$ cat config.mk
export PLATFORM = sky130hd
export DESIGN_NAME = clock_set_alarm_ctrl
export DESIGN_NICKNAME = d
export VERILOG_FILES = /design/src/rtl/clock_pkg.sv /design/src/rtl/bin2bcd_2dig.sv /design/src/rtl/clock_set_alarm_ctrl.sv
export SDC_FILE = /design/constraint.sdc
export NUM_CORES = 1
export LEC_CHECK = 0
export ABC_CLOCK_PERIOD_IN_PS = 3800
export BUFFER_PORTS_ARGS = -buffer_cell sky130_fd_sc_hd__buf_2
export CORE_MARGIN = 2
export CORE_UTILIZATION = 55
export CTS_CLUSTER_DIAMETER = 120
export CTS_CLUSTER_SIZE = 20
export DETAILED_ROUTE_END_ITERATION = 6
export PLACE_DENSITY = 0.79
export SLEW_MARGIN = 15
export SYNTH_ARGS = -nofsm -noshare
export SYNTH_HDL_FRONTEND = slang
export SYNTH_SLANG_ARGS = --single-unit
$ cat constraint.sdc
create_clock -name clk -period 3.8 [get_ports clk]
set_input_delay 0.38 -clock clk [delete_from_list [all_inputs] [get_ports clk]]
set_output_delay 0.38 -clock clk [all_outputs]
set_load 0.03 [all_outputs]
$ cat src/rtl/clock_pkg.sv
// Shared state encodings, edit-field codes and BCD digit limits for the clock set/alarm controller.
// Pure declarations and helpers; no timing or flow control.
package clock_pkg;

    typedef enum logic [1:0] {
        IDLE,
        EDIT_TIME,
        EDIT_ALARM,
        COMMIT
    } edit_state_t;

    typedef enum logic [1:0] {
        R_IDLE,
        R_RING,
        R_SNOOZE
    } ring_state_t;

    localparam logic [1:0] FLD_H1 = 2'd0;
    localparam logic [1:0] FLD_H0 = 2'd1;
    localparam logic [1:0] FLD_M1 = 2'd2;
    localparam logic [1:0] FLD_M0 = 2'd3;

    localparam logic [3:0] H1_MAX    = 4'd2;
    localparam logic [3:0] H0_MAX    = 4'd9;
    localparam logic [3:0] H0_MAX_20 = 4'd3;
    localparam logic [3:0] M1_MAX    = 4'd5;
    localparam logic [3:0] M0_MAX    = 4'd9;

    function automatic logic [3:0] digit_inc(input logic [3:0] d, input logic [3:0] max);
        return (d >= max) ? 4'd0 : d + 4'd1;
    endfunction

    function automatic logic [5:0] bcd_to_bin(input logic [3:0] tens, input logic [3:0] ones);
        return 6'(tens) * 6'd10 + 6'(ones);
    endfunction

endpackage

$ cat src/rtl/bin2bcd_2dig.sv
// Binary 0..59 to two BCD digits, purely combinational (zero latency).
// No flow control: output follows input every cycle.
module bin2bcd_2dig (
    input  logic [5:0] bin,
    output logic [3:0] tens,
    output logic [3:0] ones
);

    assign tens = 4'(bin / 6'd10);
    assign ones = 4'(bin % 6'd10);

endmodule

$ cat src/rtl/clock_set_alarm_ctrl.sv
// Button-driven time/alarm editor plus alarm ring/snooze sequencer; all outputs registered state, 1-cycle response.
// Buttons are single-cycle pulses with no backpressure; ok/snooze are owned by the ring FSM while it is active.
module clock_set_alarm_ctrl
    import clock_pkg::*;
#(
    parameter int RING_SECONDS   = 60,
    parameter int SNOOZE_SECONDS = 300,
    parameter int EDIT_TIMEOUT   = 30
) (
    input  logic       clk,
    input  logic       rst,
    input  logic       tick_1hz,
    input  logic       btn_mode,
    input  logic       btn_next,
    input  logic       btn_inc,
    input  logic       btn_ok,
    input  logic       btn_snooze,
    input  logic [5:0] cur_hour,
    input  logic [5:0] cur_minute,
    input  logic [5:0] cur_second,
    output logic [3:0] hour1,
    output logic [3:0] hour0,
    output logic [3:0] minute1,
    output logic [3:0] minute0,
    output logic       set_time,
    output logic       edit_active,
    output logic       edit_alarm,
    output logic [1:0] edit_field,
    output logic [5:0] alarm_hour,
    output logic [5:0] alarm_minute,
    output logic       alarm_en,
    output logic       ring,
    output logic       snoozed
);

    localparam int CNT_MAX = (RING_SECONDS > SNOOZE_SECONDS) ? RING_SECONDS : SNOOZE_SECONDS;
    localparam int CNT_W   = $clog2(CNT_MAX + 1);
    localparam int IDL_W   = $clog2(EDIT_TIMEOUT + 1);
    localparam logic [CNT_W-1:0] RING_LAST = CNT_W'(RING_SECONDS - 1);
    localparam logic [CNT_W-1:0] SNOOZE_LD = CNT_W'(SNOOZE_SECONDS);
    localparam logic [IDL_W-1:0] EDIT_LAST = IDL_W'(EDIT_TIMEOUT - 1);

    edit_state_t      edit_q, edit_d;
    ring_state_t      ring_q, ring_d;
    logic [3:0]       h1_q, h1_d, h0_q, h0_d, m1_q, m1_d, m0_q, m0_d;
    logic [1:0]       fld_q, fld_d;
    logic [IDL_W-1:0] idle_q, idle_d;
    logic [5:0]       al_hour_q, al_hour_d, al_min_q, al_min_d;
    logic             al_en_q, al_en_d;
    logic [CNT_W-1:0] cnt_q, cnt_d;
    logic             match, match_q;
    logic             ok_edit, snz_edit, btn_any;
    logic [5:0]       src_hour, src_min;
    logic [3:0]       ld_h1, ld_h0, ld_m1, ld_m0;

    // Digits load from the running time when entering from IDLE, otherwise from the stored alarm.
    assign src_hour = (edit_q == IDLE) ? cur_hour   : al_hour_q;
    assign src_min  = (edit_q == IDLE) ? cur_minute : al_min_q;

    bin2bcd_2dig u_hour_bcd (.bin(src_hour), .tens(ld_h1), .ones(ld_h0));
    bin2bcd_2dig u_min_bcd  (.bin(src_min),  .tens(ld_m1), .ones(ld_m0));

    assign btn_any  = btn_mode | btn_next | btn_inc | btn_ok | btn_snooze;
    assign ok_edit  = btn_ok && (ring_q == R_IDLE);
    assign snz_edit = btn_snooze && (ring_q == R_IDLE);
    assign match    = al_en_q && (cur_hour == al_hour_q) && (cur_minute == al_min_q)
                      && (cur_second == 6'd0);

    always_ff @(posedge clk or posedge rst) begin
        if (rst) begin
            edit_q    <= IDLE;
            ring_q    <= R_IDLE;
            h1_q      <= '0;
            h0_q      <= '0;
            m1_q      <= '0;
            m0_q      <= '0;
            fld_q     <= FLD_H1;
            idle_q    <= '0;
            al_hour_q <= '0;
            al_min_q  <= '0;
            al_en_q   <= 1'b0;
            cnt_q     <= '0;
            match_q   <= 1'b0;
        end else begin
            edit_q    <= edit_d;
            ring_q    <= ring_d;
            h1_q      <= h1_d;
            h0_q      <= h0_d;
            m1_q      <= m1_d;
            m0_q      <= m0_d;
            fld_q     <= fld_d;
            idle_q    <= idle_d;
            al_hour_q <= al_hour_d;
            al_min_q  <= al_min_d;
            al_en_q   <= al_en_d;
            cnt_q     <= cnt_d;
            match_q   <= match;
        end
    end

    always_comb begin
        edit_d    = edit_q;
        h1_d      = h1_q;
        h0_d      = h0_q;
        m1_d      = m1_q;
        m0_d      = m0_q;
        fld_d     = fld_q;
        idle_d    = idle_q;
        al_hour_d = al_hour_q;
        al_min_d  = al_min_q;
        al_en_d   = al_en_q;
        case (edit_q)
            IDLE: begin
                if (btn_mode) begin
                    edit_d = EDIT_TIME;
                    {h1_d, h0_d, m1_d, m0_d} = {ld_h1, ld_h0, ld_m1, ld_m0};
                    fld_d  = FLD_H1;
                    idle_d = '0;
                end
            end
            EDIT_TIME, EDIT_ALARM: begin
                if (btn_any) begin
                    idle_d = '0;
                end else if (tick_1hz) begin
                    idle_d = idle_q + 1'b1;
                end
                if (btn_mode) begin
                    if (edit_q == EDIT_TIME) begin
                        edit_d = EDIT_ALARM;
                        {h1_d, h0_d, m1_d, m0_d} = {ld_h1, ld_h0, ld_m1, ld_m0};
                        fld_d = FLD_H1;
                    end else begin
                        edit_d = IDLE;
                    end
                end else if (ok_edit) begin
                    if (edit_q == EDIT_TIME) begin
                        edit_d = COMMIT;
                    end else begin
                        al_hour_d = bcd_to_bin(h1_q, h0_q);
                        al_min_d  = bcd_to_bin(m1_q, m0_q);
                        al_en_d   = 1'b1;
                        edit_d    = IDLE;
                    end
                end else if (snz_edit && edit_q == EDIT_ALARM) begin
                    al_en_d = 1'b0;
                    edit_d  = IDLE;
                end else if (btn_next) begin
                    fld_d = fld_q + 2'd1;
                end else if (btn_inc) begin
                    case (fld_q)
                        FLD_H1: begin
                            h1_d = digit_inc(h1_q, H1_MAX);
                            if (h1_d == H1_MAX && h0_q > H0_MAX_20) h0_d = H0_MAX_20;
                        end
                        FLD_H0:  h0_d = digit_inc(h0_q, (h1_q == H1_MAX) ? H0_MAX_20 : H0_MAX);
                        FLD_M1:  m1_d = digit_inc(m1_q, M1_MAX);
                        default: m0_d = digit_inc(m0_q, M0_MAX);
                    endcase
                end else if (!btn_any && tick_1hz && idle_q == EDIT_LAST) begin
                    edit_d = IDLE;
                end
            end
            default: edit_d = IDLE;
        endcase
    end

    // Only a rising registered match arms the ring, so one alarm minute rings at most once.
    always_comb begin
        ring_d = ring_q;
        cnt_d  = cnt_q;
        case (ring_q)
            R_IDLE: begin
                if (match && !match_q) begin
                    ring_d = R_RING;
                    cnt_d  = '0;
                end
            end
            R_RING: begin
                if (!al_en_q || btn_ok) begin
                    ring_d = R_IDLE;
                end else if (btn_snooze) begin
                    ring_d = R_SNOOZE;
                    cnt_d  = SNOOZE_LD;
                end else if (tick_1hz) begin
                    if (cnt_q == RING_LAST) ring_d = R_IDLE;
                    else                    cnt_d  = cnt_q + 1'b1;
                end
            end
            R_SNOOZE: begin
                if (!al_en_q || btn_ok) begin
                    ring_d = R_IDLE;
                end else if (tick_1hz) begin
                    if (cnt_q <= CNT_W'(1)) begin
                        ring_d = R_RING;
                        cnt_d  = '0;
                    end else begin
                        cnt_d = cnt_q - 1'b1;
                    end
                end
            end
            default: ring_d = R_IDLE;
        endcase
    end

    assign hour1        = h1_q;
    assign hour0        = h0_q;
    assign minute1      = m1_q;
    assign minute0      = m0_q;
    assign set_time     = (edit_q == COMMIT);
    assign edit_active  = (edit_q == EDIT_TIME) || (edit_q == EDIT_ALARM);
    assign edit_alarm   = (edit_q == EDIT_ALARM);
    assign edit_field   = fld_q;
    assign alarm_hour   = al_hour_q;
    assign alarm_minute = al_min_q;
    assign alarm_en     = al_en_q;
    assign ring         = (ring_q == R_RING);
    assign snoozed      = (ring_q == R_SNOOZE);

endmodule

Yosys cells after proc, flatten, opt, wreduce, memory -nomap -nowiden

Cells that the tools add are included.

Flip-flop bits (word level): 50
Input bits: 26
Output and inout bits: 36
Logic and storage cells: 202

Add/subtract/negate cells: 10
Bitwise operators: 6
Reductions and logical operators: 35
Order comparisons: 6
Multiplexer cells: 86
Eq/ne operators: 40
Multiply operators: 2
Div/mod/pow operators: 4

Operators by type and width:

| kind                | count |
|---|---|
| $mux 4              | 37 |
| $mux 9              | 8 |
| $mux 2              | 23 |
| $pmux 4 s2          | 5 |
| $ne 3x3->1 const B  | 10 |
| $pmux 9 s3          | 1 |
| $reduce_and 8->1    | 3 |
| $add 4x1->4 const B | 4 |
| $mux 5              | 3 |
| $ne 5x5->1 const B  | 3 |
| $add 6x4->6         | 2 |
| $div 6x4->6 const B | 2 |
| $eq 6x6->1          | 2 |
| $mod 6x4->6 const B | 2 |
| $mux 6              | 2 |
| $reduce_and 4->1    | 3 |
| $logic_and 1x1->1   | 10 |
| $mul 4x3->5 const B | 2 |
| $ne 2x2->1 const B  | 5 |
| $pmux 5 s2          | 1 |
| $add 9x1->9 const B | 1 |
| $eq 9x6->1 const B  | 1 |
| $le 9x1->1 const B  | 1 |
| $ne 3x2->1 const B  | 3 |
| other kinds (35)    | 55 |

Depth between registers and ports, before layout

Depth after elaboration: 14
Depth in mapped cells: 15
Depth with buffers taken out: 13

Modules after synthesis

From an unflattened synthesis, not the netlist that was laid out.

Cell total of the unflattened synthesis: 560
Area total of the unflattened synthesis: 4752.1 um^2

By module, submodules not included:

| module               | times used | sequential area each (um^2) | area each (um^2) | cells each |
|---|---|---|---|---|
| clock_set_alarm_ctrl | 1          | 1251.2                      | 4058.9           | 454 |
| bin2bcd_2dig         | 2          | 0.0                         | 346.6            | 53 |

Worst setup path after synthesis

Ideal clock, no wire load.

Kind: reg-to-reg
Start point: reg edit_q[0]
End point: reg h0_q[2], in the netlist hour0[2]
Cell stages (with the launch flop): 13
Arrival time: 2774 ps
Clock period less this slack: 2864 ps
Library setup time: 91 ps
Path buffers: 2
Path slack: 936 ps
Data required time: 3709 ps
Cell sequence: dfrtp_1 inv_1 ha_1 buf_6 buf_8 mux2_2 inv_1 ha_1 nor3_1 a2111oi_0 o221a_2 mux2_2 o221ai_1

Cells in the longest elaborated chain, start to end: 6
Elaborated cells between the ends (all ways): 21
Those cells by class: div (1); eq/ne (10); mux (5); reduce/logical (5)

Ends and longest elaborated chain:

| element                | RTL line                                                | source |
|---|---|---|
| start, declared        | clock_set_alarm_ctrl.sv:43                              | `edit_state_t edit_q, edit_d;` |
| start signal, assigned | clock_set_alarm_ctrl.sv:85                              | `edit_q <= edit_d;` |
| $logic_not 2->1        | clock_set_alarm_ctrl.sv:57, clock_set_alarm_ctrl.sv:112 |  |
| $mux 6                 | clock_set_alarm_ctrl.sv:57                              | `assign src_hour = (edit_q == IDLE) ? cur_hour : al_hour_q;` |
| $mod 6x4->6            | bin2bcd_2dig.sv:10                                      | `assign ones = 4'(bin % 6'd10);` |
| $mux 4                 | clock_set_alarm_ctrl.sv:128                             | `if (edit_q == EDIT_TIME) begin` |
| $mux 4                 | clock_set_alarm_ctrl.sv:127                             | `if (btn_mode) begin` |
| $pmux 4 s2             | clock_set_alarm_ctrl.sv:112                             | `case (edit_q)` |
| end signal, assigned   | clock_set_alarm_ctrl.sv:74                              | `h0_q <= '0;` |
| end signal, assigned   | clock_set_alarm_ctrl.sv:88                              | `h0_q <= h0_d;` |
| end, declared          | clock_set_alarm_ctrl.sv:45                              | `logic [3:0] h1_q, h1_d, h0_q, h0_d, m1_q, m1_d, m0_q, m0_d;` |

Several ways; a longest one is shown, not always the timed one. The select of a mux whose other input is x is not followed.
A chain may end at the register's enable or synchronous reset.

Final worst setup path

Start point: reg edit_q[0]
End point: reg m0_q[3], in the netlist minute0[3]

Cells in the longest elaborated chain, start to end: 6
Elaborated cells between the ends (all ways): 20
Those cells by class: div (1); eq/ne (9); mux (5); reduce/logical (5)

Ends and longest elaborated chain:

| element              | RTL line                                                | source |
|---|---|---|
| $logic_not 2->1      | clock_set_alarm_ctrl.sv:58, clock_set_alarm_ctrl.sv:112 |  |
| $mux 6               | clock_set_alarm_ctrl.sv:58                              | `assign src_min = (edit_q == IDLE) ? cur_minute : al_min_q;` |
| $mod 6x4->6          | bin2bcd_2dig.sv:10                                      |  |
| $mux 4               | clock_set_alarm_ctrl.sv:128                             |  |
| $mux 4               | clock_set_alarm_ctrl.sv:127                             |  |
| $pmux 4 s2           | clock_set_alarm_ctrl.sv:112                             |  |
| end signal, assigned | clock_set_alarm_ctrl.sv:90                              | `m0_q <= m0_d;` |
| end, declared        | clock_set_alarm_ctrl.sv:45                              |  |

Several ways; a longest one is shown, not always the timed one. The select of a mux whose other input is x is not followed.

==> flow_summary.yaml <==
clocking:
  post_cts.resized_instances: 0
  cts-htree-levels: 2
  cts_tree: "built"
  ctsLongestPathBuffers: 2
  ctsRootBufferMaster: "clkbuf_8"
  insertion_delay_ns: 0.31
  clk_transition_reported_paths_ns: 0.10
  tritoncts_num_sinks: 50
  post-cts-setup-buffers: 0
  post_cts_hold_buffer_count: 0
  cts_buffers: 5
timing:
  max_clock_freq_ghz: 0.291
  setup_slack_ns: 0.359
  rsz_0062_raised_after_global_routing: "false"
  finalSetupViolCount: 0
  final_max_slew_viol_count: 0
  final.min_clock_period_ns: 3.44
  min_period_over_period: 0.905
  worst_hold_slack_ns: 0.226
  timing.max_slew.rel_slack: 0.387
  finalHoldViolCount: 0
  timing_worst_slew_pin_value_ns: 0.912
  totalNegativeSetupSlack_ns: 0
  final.setup_skew_ns: 0.00617
finish:
  num_antenna_cells: 0
  multiInputGateArea_um2: 2940
  final_common_cell: "nand2_1"
  post_layout_utilization_of_the_core: 0.632
  final-seq-area_um2: 1250
  final-instance-count-excl-fill: 697
  design_area_um2: 4910
  nFillCells: 680
  layout_cell_share_with_drive_strength_beyond_1: 0.170
  most-common-layout-cells: "nand2_1, buf_2, o21ai_0"
  synthesis_to_layout_area_growth_pct: 11.2
  finish.net_count: 666
global_route:
  first_pass_grt_wire_length_um: 18800
  grt_pass1_vias: 4016
  pin_count_of_the_biggest_net_entering_global_routing: 51
  grt_util_all_layers: 0.267
  grt_overflow: 0
  grt_antenna_before_repair: 0
die:
  dieWidth_um: 93.6
  design.core.area_um2: 7770
  row_count: 32
  die-area_um2: 8760
  pin_count: 62
  die_h_um: 93.6
  floorplan.initialDensity: 0.569
power_and_ir_drop:
  power_per_cell_area_nw_per_um2: 918
  static-leakage-power_nw: 2.28
  vdd_ir_drop_max_uv: 488
  finalPower_mw: 4.51
logic_synthesis:
  synth-seq-cells: 50
  syn-cell-area_um2: 4420
  syn_inst: 535
  most_frequently_used_flop_master_after_synthesis: "dfrtp_1"
  synth.avg_cell_area_um2: 8.26
  yosysSeqAreaShare: 0.283
  yosysWarnings: 0
  yosysUniqueCellTypes: 72
  synthesis.nets: 607
  synth_enable_flop_cells: 0
  synth-async-reset-ratio: 1.00
worst_setup_path:
  r2r-start: "edit_q[0]$_DFFE_PP0P_"
  worst_setup_path_end_kind: "register"
  r2r_cells: 12
  crit_fanout: 12
  critPathLaunchType: "register"
  setup_crit_path_kind: "reg -> reg"
  timing.critical_path.arrival_ns: 3.69
  crit_path_start: "edit_q[0]$_DFFE_PP0P_"
  r2r_end: "minute0[3]$_DFFE_PP0P_"
  crit_path_end: "minute0[3]$_DFFE_PP0P_"
  timing.reg2reg.setup_slack_ns: 0.36
  critPathRequiredTime_ns: 4.05
placement:
  port_buffers: 61
  place.detailed.instances: 689
  hpwl_um: 8820
  gpl.final_weighted_congestion: 0.979
  placedInstanceArea_um2: 4820
  pre_cts_slack_ns: 0.435
run_status:
  outcome: "finished clean"
routing:
  routed_via_density: 6.14
  drt_pass1_iterations: 5
  first_iter_violations: 219
  route.vias.total: 4280
  postRouteWirelength_um: 11500
  antenna_left: 0
  detail_route.wl_per_cell_um: 16.5
  detail_route.drc_violations: 0
worst_hold_path:
  hold_path.class: "in -> async"
run:
  cap_violations: 0
[cells in the mapped netlist, types with 6 or more instances]
cell type	n	area [um^2]
a21oi_1	31	155
a31oi_1	7	43.8
clkbuf_1	9	33.8
dfrtp_1	50	1250
ha_1	44	551
inv_1	38	143
mux2_2	9	101
mux2i_1	9	90.1
nand2_1	68	255
nand3_1	16	80.1
nand4_1	9	56.3
nor2_1	40	150
nor2b_1	7	43.8
nor3_1	10	50.1
o21ai_0	55	275
o22ai_1	6	37.5
xnor2_1	20	175
xor2_1	7	61.3
[worst max-delay path, cell delays in order (launching register included)]
cell and delay [ns]:
dfrtp_1 0.43, inv_1 0.11, ha_1 0.51, mux2_2 0.45
inv_1 0.14, ha_1 0.27, nor2b_1 0.17, a211oi_1 0.34
nor2_2 0.13, ha_1 0.22, or3_1 0.37, a21oi_1 0.12
a311o_1 0.12
[how the worst min path moves through the flow]
| stage | end | slack [ns] |
|---|---|---|
| floorplan | idle_q[4]$_DFFE_PP0P_ | 0.44 |
| finish | minute1[2]$_DFFE_PP0P_ | 0.23 |
| detailed placement | idle_q[4]$_DFFE_PP0P_ | 0.48 |
| CTS | edit_field[0]$_DFFE_PP0P_ | 0.37 |
| global placement | idle_q[4]$_DFFE_PP0P_ | 0.47 |
| global route | minute1[2]$_DFFE_PP0P_ | 0.30 |
[power by group]
part           internal, mW  leakage (nW)  switching [mW]  total, mW
clock network         0.148        0.0482           0.188      0.335
logic                  1.22          1.59            1.93       3.15
registers             0.718         0.649           0.302       1.02
total                  2.09          2.28            2.42       4.51
[flip-flops by register name, summed over array words and instances, names as in the netlist]
signal and cells:
minute1 4, alarm_en 1, hour0 4, match_q 1, minute0 4, idle_q 5
hour1 4, alarm_minute 6, ring_q 2, edit_q 2, alarm_hour 6, cnt_q 9
edit_field 2
[metal layers]
layer,GRT usage,share of wire,vias to the layer above
met4,0.0833,0.025,0
met2,0.446,0.47,175
met5,0,0,-
li1,-,-,2046
met1,0.358,0.44,2032
met3,0.0371,0.065,27
[layout make-up]
class                           count  share of cell area
Timing Repair Buffer               68              0.0729
Sequential cell                    50               0.255
Inverter                           38              0.0293
Multi-Input combinational cell    431               0.598
Tap cell                          102              0.0260
Clock buffer                        7              0.0176
Clock inverter                      1             0.00102
[cells by family (layout without fill, tap and decap cells)]
family / after synthesis / in the layout / share of synthesized area
adders and majority gates: 46 / 46 / 0.134
and+or+nand+nor: 183 / 183 / 0.200
AOI/OAI and AO/OA: 154 / 154 / 0.225
buffers and inverters: 54 / 114 / 0.0513
muxes: 21 / 21 / 0.0533
xor gates and xnor gates: 27 / 27 / 0.0535
DFF: 50 / 50 / 0.283
Note: power is estimated with default switching activity, not from simulation.
